--- config.mk ---
export PLATFORM = sky130hd
export DESIGN_NAME = hazard_scoreboard
export DESIGN_NICKNAME = d
export VERILOG_FILES = /design/src/rtl/hazard_scoreboard_pkg.sv /design/src/rtl/hazard_scoreboard_detect.sv /design/src/rtl/hazard_scoreboard.sv
export SDC_FILE = /design/constraint.sdc
export NUM_CORES = 1
export LEC_CHECK = 0
export ABC_CLOCK_PERIOD_IN_PS = 5900
export BUFFER_PORTS_ARGS = -buffer_cell sky130_fd_sc_hd__buf_2
export CAP_MARGIN = 20
export CORE_UTILIZATION = 54
export DETAILED_ROUTE_END_ITERATION = 10
export PLACE_DENSITY = 0.78
export SYNTH_ARGS = -nofsm -noshare
export SYNTH_HDL_FRONTEND = slang
export SYNTH_HIERARCHICAL = 1
export SYNTH_SLANG_ARGS = --single-unit
export TNS_END_PERCENT = 100
--- constraint.sdc ---
create_clock -name clk -period 5.9 [get_ports clk]
set_clock_uncertainty 0.15 [all_clocks]
set_input_delay 0.295 -clock clk [delete_from_list [all_inputs] [get_ports clk]]
set_output_delay 0.295 -clock clk [all_outputs]
set_load 0.005 [all_outputs]
--- src/rtl/hazard_scoreboard_pkg.sv ---
// Shared pipeline types for the producer-side hazard scoreboard.
// Holds the register width, the shadow stage entry, the FSM states and a helper that reports whether an entry writes.
package hazard_scoreboard_pkg;

    localparam int REG_AW = 5;
    localparam logic [REG_AW-1:0] REG_ZERO = '0;

    typedef struct packed {
        logic              valid;
        logic [REG_AW-1:0] rd;
        logic              we;
        logic              is_load;
    } stage_t;

    typedef enum logic [1:0] {
        RUN        = 2'd0,
        LOAD_STALL = 2'd1,
        MEM_WAIT   = 2'd2
    } state_e;

    localparam stage_t STAGE_EMPTY = '0;

    function automatic logic entry_writes(input stage_t s);
        return s.valid & s.we & (s.rd != REG_ZERO);
    endfunction

endpackage

--- src/rtl/hazard_scoreboard_detect.sv ---
// Load-use comparator: EX holds a writing load whose rd matches a source that decode actually reads.
// Purely combinational, zero latency, no flow control.
module hazard_detect
    import hazard_scoreboard_pkg::*;
(
    input  stage_t            ex,
    input  logic              id_valid,
    input  logic [REG_AW-1:0] id_rs1,
    input  logic [REG_AW-1:0] id_rs2,
    input  logic              id_use_rs1,
    input  logic              id_use_rs2,
    output logic              hazard
);

    logic rs1_hit;
    logic rs2_hit;

    always_comb begin
        rs1_hit = id_use_rs1 & (id_rs1 == ex.rd);
        rs2_hit = id_use_rs2 & (id_rs2 == ex.rd);
        // entry_writes already excludes x0, so a zero source never matches a live producer
        hazard  = id_valid & entry_writes(ex) & ex.is_load & (rs1_hit | rs2_hit);
    end

endmodule

--- src/rtl/hazard_scoreboard.sv ---
// Shadows rd tags down EX/MEM/WB, stalls/bubbles on load-use hazards and freezes on mem_busy.
// Tag outputs are registered (one cycle); stall/bubble are same-cycle combinational.
module hazard_scoreboard
    import hazard_scoreboard_pkg::*;
#(
    parameter int LOAD_LATENCY = 1
) (
    input  logic              clk,
    input  logic              reset,
    input  logic              id_valid,
    input  logic [REG_AW-1:0] id_rs1,
    input  logic [REG_AW-1:0] id_rs2,
    input  logic              id_use_rs1,
    input  logic              id_use_rs2,
    input  logic [REG_AW-1:0] id_rd,
    input  logic              id_rd_we,
    input  logic              id_is_load,
    input  logic              flush,
    input  logic              mem_busy,
    output logic              stall,
    output logic              bubble,
    output logic [REG_AW-1:0] last_rd,
    output logic [REG_AW-1:0] mem_rd,
    output logic [REG_AW-1:0] wb_rd,
    output logic              wb_we
);

    localparam logic [2:0] LAT_M1 = 3'(LOAD_LATENCY - 1);

    state_e            state_q, state_d, sav_state_q, sav_state_d, cur_state;
    logic   [2:0]      cnt_q, cnt_d, sav_cnt_q, sav_cnt_d, cur_cnt;
    stage_t            ex_q, ex_d, mem_q, mem_d, wb_q, wb_d;
    logic [REG_AW-1:0] last_rd_q, last_rd_d, mem_rd_q, mem_rd_d, wb_rd_q, wb_rd_d;
    logic              wb_we_q, wb_we_d;
    logic              hazard;
    logic              stall_c, bubble_c;

    hazard_detect u_detect (
        .ex         (ex_q),
        .id_valid   (id_valid),
        .id_rs1     (id_rs1),
        .id_rs2     (id_rs2),
        .id_use_rs1 (id_use_rs1),
        .id_use_rs2 (id_use_rs2),
        .hazard     (hazard)
    );

    always_comb begin
        state_d     = state_q;
        cnt_d       = cnt_q;
        sav_state_d = sav_state_q;
        sav_cnt_d   = sav_cnt_q;
        ex_d        = ex_q;
        mem_d       = mem_q;
        wb_d        = wb_q;
        stall_c     = 1'b0;
        bubble_c    = 1'b0;
        // The cycle after a freeze acts on the restored context directly
        cur_state   = (state_q == MEM_WAIT) ? sav_state_q : state_q;
        cur_cnt     = (state_q == MEM_WAIT) ? sav_cnt_q : cnt_q;

        if (mem_busy) begin
            stall_c = 1'b1;
            state_d = MEM_WAIT;
            if (state_q != MEM_WAIT) begin
                sav_state_d = state_q;
                sav_cnt_d   = cnt_q;
            end
        end else begin
            mem_d = ex_q;
            wb_d  = mem_q;
            ex_d  = STAGE_EMPTY;
            if (flush) begin
                bubble_c = 1'b1;
                state_d  = RUN;
                cnt_d    = '0;
            end else if (cur_state == LOAD_STALL) begin
                stall_c  = 1'b1;
                bubble_c = 1'b1;
                cnt_d    = cur_cnt - 3'd1;
                state_d  = (cur_cnt == 3'd1) ? RUN : LOAD_STALL;
            end else if (hazard) begin
                stall_c  = 1'b1;
                bubble_c = 1'b1;
                state_d  = (LOAD_LATENCY == 1) ? RUN : LOAD_STALL;
                cnt_d    = LAT_M1;
            end else begin
                ex_d    = '{valid: id_valid, rd: id_rd, we: id_rd_we, is_load: id_is_load};
                state_d = RUN;
                cnt_d   = '0;
            end
        end

        last_rd_d = entry_writes(ex_d) ? ex_d.rd : REG_ZERO;
        mem_rd_d  = entry_writes(mem_d) ? mem_d.rd : REG_ZERO;
        wb_rd_d   = entry_writes(wb_d) ? wb_d.rd : REG_ZERO;
        wb_we_d   = entry_writes(wb_d);
    end

    always_ff @(posedge clk or negedge reset) begin
        if (!reset) begin
            state_q     <= RUN;
            cnt_q       <= '0;
            sav_state_q <= RUN;
            sav_cnt_q   <= '0;
            ex_q        <= STAGE_EMPTY;
            mem_q       <= STAGE_EMPTY;
            wb_q        <= STAGE_EMPTY;
            last_rd_q   <= REG_ZERO;
            mem_rd_q    <= REG_ZERO;
            wb_rd_q     <= REG_ZERO;
            wb_we_q     <= 1'b0;
        end else begin
            state_q     <= state_d;
            cnt_q       <= cnt_d;
            sav_state_q <= sav_state_d;
            sav_cnt_q   <= sav_cnt_d;
            ex_q        <= ex_d;
            mem_q       <= mem_d;
            wb_q        <= wb_d;
            last_rd_q   <= last_rd_d;
            mem_rd_q    <= mem_rd_d;
            wb_rd_q     <= wb_rd_d;
            wb_we_q     <= wb_we_d;
        end
    end

    // Reset dominates: a busy memory must not raise stall while the core is held in reset
    assign stall   = stall_c & reset;
    assign bubble  = bubble_c & reset;
    assign last_rd = last_rd_q;
    assign mem_rd  = mem_rd_q;
    assign wb_rd   = wb_rd_q;
    assign wb_we   = wb_we_q;

endmodule

# Yosys cells after proc, flatten, opt, wreduce, memory -nomap -nowiden
# Index checks and enable logic that the tools add are counted.
# Widths: inputs -> output; s select.
[classes]
addsub = 1
eq_ne = 6
mux = 23
bitwise = 16
reduce_logical = 5
[op_table]
columns = ["cell", "count"]
rows = [
  ["$mux 8", 6],
  ["$reduce_bool 5->1", 4],
  ["$and 1x1->1", 15],
  ["$mux 5", 3],
  ["$eq 5x5->1", 2],
  ["$mux 1", 9],
  ["$mux 3", 3],
  ["$mux 2", 2],
  ["$eq 3x1->1 const B", 1],
  ["$sub 3x1->3 const B", 1],
  ["$eq 2x1->1 const B", 1],
  ["$eq 2x2->1 const B", 1],
  ["$ne 2x2->1 const B", 1],
  ["$reduce_and 2->1", 1],
  ["$or 1x1->1", 1],
]
[word_totals]
ff_bits = 50
output_inout_bits = 18

# Longest topological paths before layout
[logic_depth]
ltp_word = 12
ltp_mapped = 7
mapped_depth_nobuf = 7

# By module
# The synthesis kept the hierarchy.
[modules_own_cells]
columns = ["mod", "instances", "cells_per_inst", "area_per_inst_um2"]
rows = [
  ["hazard_scoreboard", 1, 170, 2021.9],
  ["hazard_detect", 1, 18, 140.1],
]

# Worst setup path after synthesis
# No wires, ideal clock.
[synth_timing]
kind = "register to output"
startpoint = "register ex_q[4] (netlist bit)"
endpoint = "output port bubble"
arrival_time_ns = 1.705
required_time_ns = 5.455
path_slack_ns = 3.750
path_stages_with_launch = 8
n_path_buf = 0
path_cell_list = "dfrtp_1 xor2_1 nor4_1 nand3_1 a221oi_2 inv_1 and4b_1 nor3b_1"
[synth_between]
elab_chain_len = 10
[synth_lines]
columns = ["element", "line", "rtl"]
rows = [
  ["start: declaration", "hazard_scoreboard.sv:32", "stage_t ex_q, ex_d, mem_q, mem_d, wb_q, wb_d;"],
  ["start signal: assignment", "hazard_scoreboard.sv:106", "ex_q <= STAGE_EMPTY;"],
  ["start signal: assignment", "hazard_scoreboard.sv:118", "ex_q <= ex_d;"],
  ["$reduce_bool 5->1", "hazard_scoreboard_pkg.sv:24", "return s.valid & s.we & (s.rd != REG_ZERO);"],
  ["$and 1x1->1", "hazard_scoreboard_pkg.sv:24", ""],
  ["$and 1x1->1 (2 in a row)", "hazard_scoreboard_detect.sv:22", "hazard = id_valid & entry_writes(ex) & ex.is_load & (rs1_hit | rs2_hit);"],
  ["$and 1x1->1 (*)", "hazard_scoreboard_detect.sv:22", ""],
  ["via hazard", "hazard_scoreboard.sv:35", "logic hazard;"],
  ["$mux 1 (*)", "hazard_scoreboard.sv:82", "end else if (hazard) begin"],
  ["$mux 1 (*)", "hazard_scoreboard.sv:77", "end else if (cur_state == LOAD_STALL) begin"],
  ["$mux 1 (*)", "hazard_scoreboard.sv:73", "if (flush) begin"],
  ["$mux 1 (*)", "hazard_scoreboard.sv:62", "if (mem_busy) begin"],
  ["$and 1x1->1 (*)", "hazard_scoreboard.sv:130", "assign bubble = bubble_c & reset;"],
  ["end: declaration", "hazard_scoreboard.sv:21", "output logic bubble,"],
]
# The timed path passes the listed nets; every way through them passes the cells marked *.

# Final worst setup path
# Same ends and word-level chain as after synthesis.

==> flow_summary.ini <==
[run_status]
status = finished clean

[critical_path]
startpoint_type = flop
cp_data_required_time_ns = 5.45
cpPeakStageDelay_ns = 0.46
crit_chain = xor2_1 -> nor4_1 -> nand3_1 -> a221oi_2 -> inv_1 -> and4b_1 -> nor3b_1 -> buf_2
cp_max_fo = 8
end_kind = primary output
crit_slowest_cell = dfrtp_1
worstSetupPathType = flop to primary output
critPathArrivalTime_ns = 2.32

[layout]
antenna_cells = 0
nNetsFinal = 255
syn_to_final_growth_pct = 14.87
n_fill_cell = 297
final_common_cell = dfrtp_1
drive_gt1_frac = 0.2783
layout_common_cells = dfrtp_1 (48), buf_2 (41), nand2_1 (17)

[sta]
setup_violations = 0
post-route-period-util = 0.4684
relSlewSlack = 0.4394
tns_ns = 0
final_hold_viol_count = 0
hold_slack_ns = 0.08734
report.final.slew_viol_count = 0
worst_slew_pin_slew_ns = 0.8409
max_freq_mhz = 361.9
rsz0062_at_grt = no
period_needed_ns = 2.763

[yosys]
synthesis.area_um2 = 2162
synth-async-reset-ratio = 1.000
ys_warn_count = 6
yosys_most_used_dff = dfrtp_1
avgSynthCellArea_um2 = 11.50
synth_edf_count = 0
ys_seq_area_frac = 0.5556
ys_seq_elements = 48
synth_cells = 188
synth_cell_type_count = 40
synth_nets = 214

[pwr]
peakVddDrop_mv = 0.1718
power.total_uw = 619.6
p_leak_nw = 1.310
powerDensity_nw_per_um2 = 249.5

[drt]
drc = 0
vias = 1525
finalWirelength_mm = 4.001
via_per_inst = 5.486
drtAntennaViolNets = 0
dr.pass1.iters = 4
wl_per_cell_um = 14.39
drtIter0Drc = 108

[global_route]
grt_pass1_wl_mm = 6.651
grt.busiest_layer = met2
grtUsageMet3 = 0.05903
grt_use_total = 0.2092
use_met2 = 0.3222
grt_pass1_vias = 1454
gr-usage-met1 = 0.2862
antenna_found_initial = 0
overflow = 0
grt_max_degree = 51

[place]
dp_hpwl_mm = 2.810
gp_congestion = 0.8177
portBuffers = 41

[clock_network]
root_buffer = clkbuf_8
hold_buffers = 0
postCtsSetupBuffers = 0
cts.clk_slew.worst_paths_ns = 0.09
clk_latency_ns = 0.30
clock-sinks = 48
cts_resized = 0
h-tree-depth = 2
cts_buffers = 5
cts_tree = built
clockBufferDepth = 2

[job]
maxCapViolCount = 0

[floorplanning]
dieArea_um2 = 4261
die_y_um = 65.28
die_width_um = 65.28
rows = 22
start_util = 0.5775
io-pin-count = 42
coreArea_um2 = 3744

[min_path]
hp-class = input pin to flop
[worst paths after layout]
check,startpoint,cells past startpoint,slack (ns),endpoint
max,ex_q[4],8,3.14,bubble
min,id_is_load,2,0.09,ex_q[0]
max reg2reg,ex_q[4],7,3.70,ex_q[1]
min reg2reg,wb_q[5],2,0.36,wb_q[5]
max in group asynchronous,reset,3,4.85,state_q[0]
min in group asynchronous,reset,2,0.26,ex_q[2]
[power by group]
part	internal, mW	total (mW)	switching (mW)
clock network	0.0826	0.186	0.103
logic	0.0334	0.0711	0.0377
registers	0.348	0.363	0.0151
[synth_stat cells (3+ instances only)]
library cell  number  share of area
a21oi_1            9          0.021
a22o_1             6          0.024
a31oi_1            3         0.0087
buf_2              4         0.0093
dfrtp_1           48           0.56
inv_1             13          0.023
mux2_2            10          0.052
mux2i_1            9          0.042
nand2_1           17          0.030
nand4_1            6          0.017
nor2_1            12          0.021
nor3b_1            6          0.021
nor4_1             3         0.0087
xor2_1             8          0.032
[area by class of cell]
type | instances | area [um^2] | share of cell area
Inverter | 13 | 48.80 | 0.01965
Timing Repair Buffer | 43 | 235.2 | 0.09471
Multi-Input combinational cell | 118 | 850.8 | 0.3426
Clock inverter | 3 | 18.77 | 0.007557
Tap cell | 48 | 60.06 | 0.02418
Sequential cell | 48 | 1201 | 0.4836
Clock buffer | 5 | 68.82 | 0.02771
[critical path: cells and delay by family (launching register included)]
family	cells	cell delay [ns]
AND/OR/NAND/NOR	4	0.81
XOR/XNOR	1	0.19
buffers and inverters	2	0.31
flip-flops	1	0.46
AO/OA/AOI/OAI	1	0.26
[flip-flops by register name (all words and copies together), names as in the netlist]
signal / flops
mem_q: 7
mem_rd: 5
sav_cnt_q: 3
state_q: 2
last_rd: 5
cnt_q: 3
sav_state_q: 2
wb_we: 1
ex_q: 8
wb_q: 7
wb_rd: 5
[metal layers]
metal	wire (um)	up-vias	share of wire
li1	-	736	-
met1	1864	745	0.47
met2	1923	40	0.48
met3	176	4	0.044
met4	36	0	0.0090
met5	0	-	0
[through the flow]
stage	setup WS, ns	area, um^2	utilization	std cells
2_1_floorplan	3.750	2162	-	188
4_1_cts	3.125	2454	0.6554	276
3_5_place_dp	3.464	2366	0.6320	268
5_1_grt	2.964	2484	0.6634	278
3_3_place_gp	3.519	2366	0.6320	268
6_report	3.137	2484	0.6634	278
[cells by family after synthesis]
group           after synthesis  share of synthesized area
compound gates               27                    0.08738
xor+xnor                     10                    0.04051
fa+ha+maj                     2                    0.01157
buf+inv                      22                    0.05092
flops                        48                     0.5556
mux                          20                     0.1007
simple gates                 59                     0.1534
Note: power is estimated with default switching activity, not from simulation.
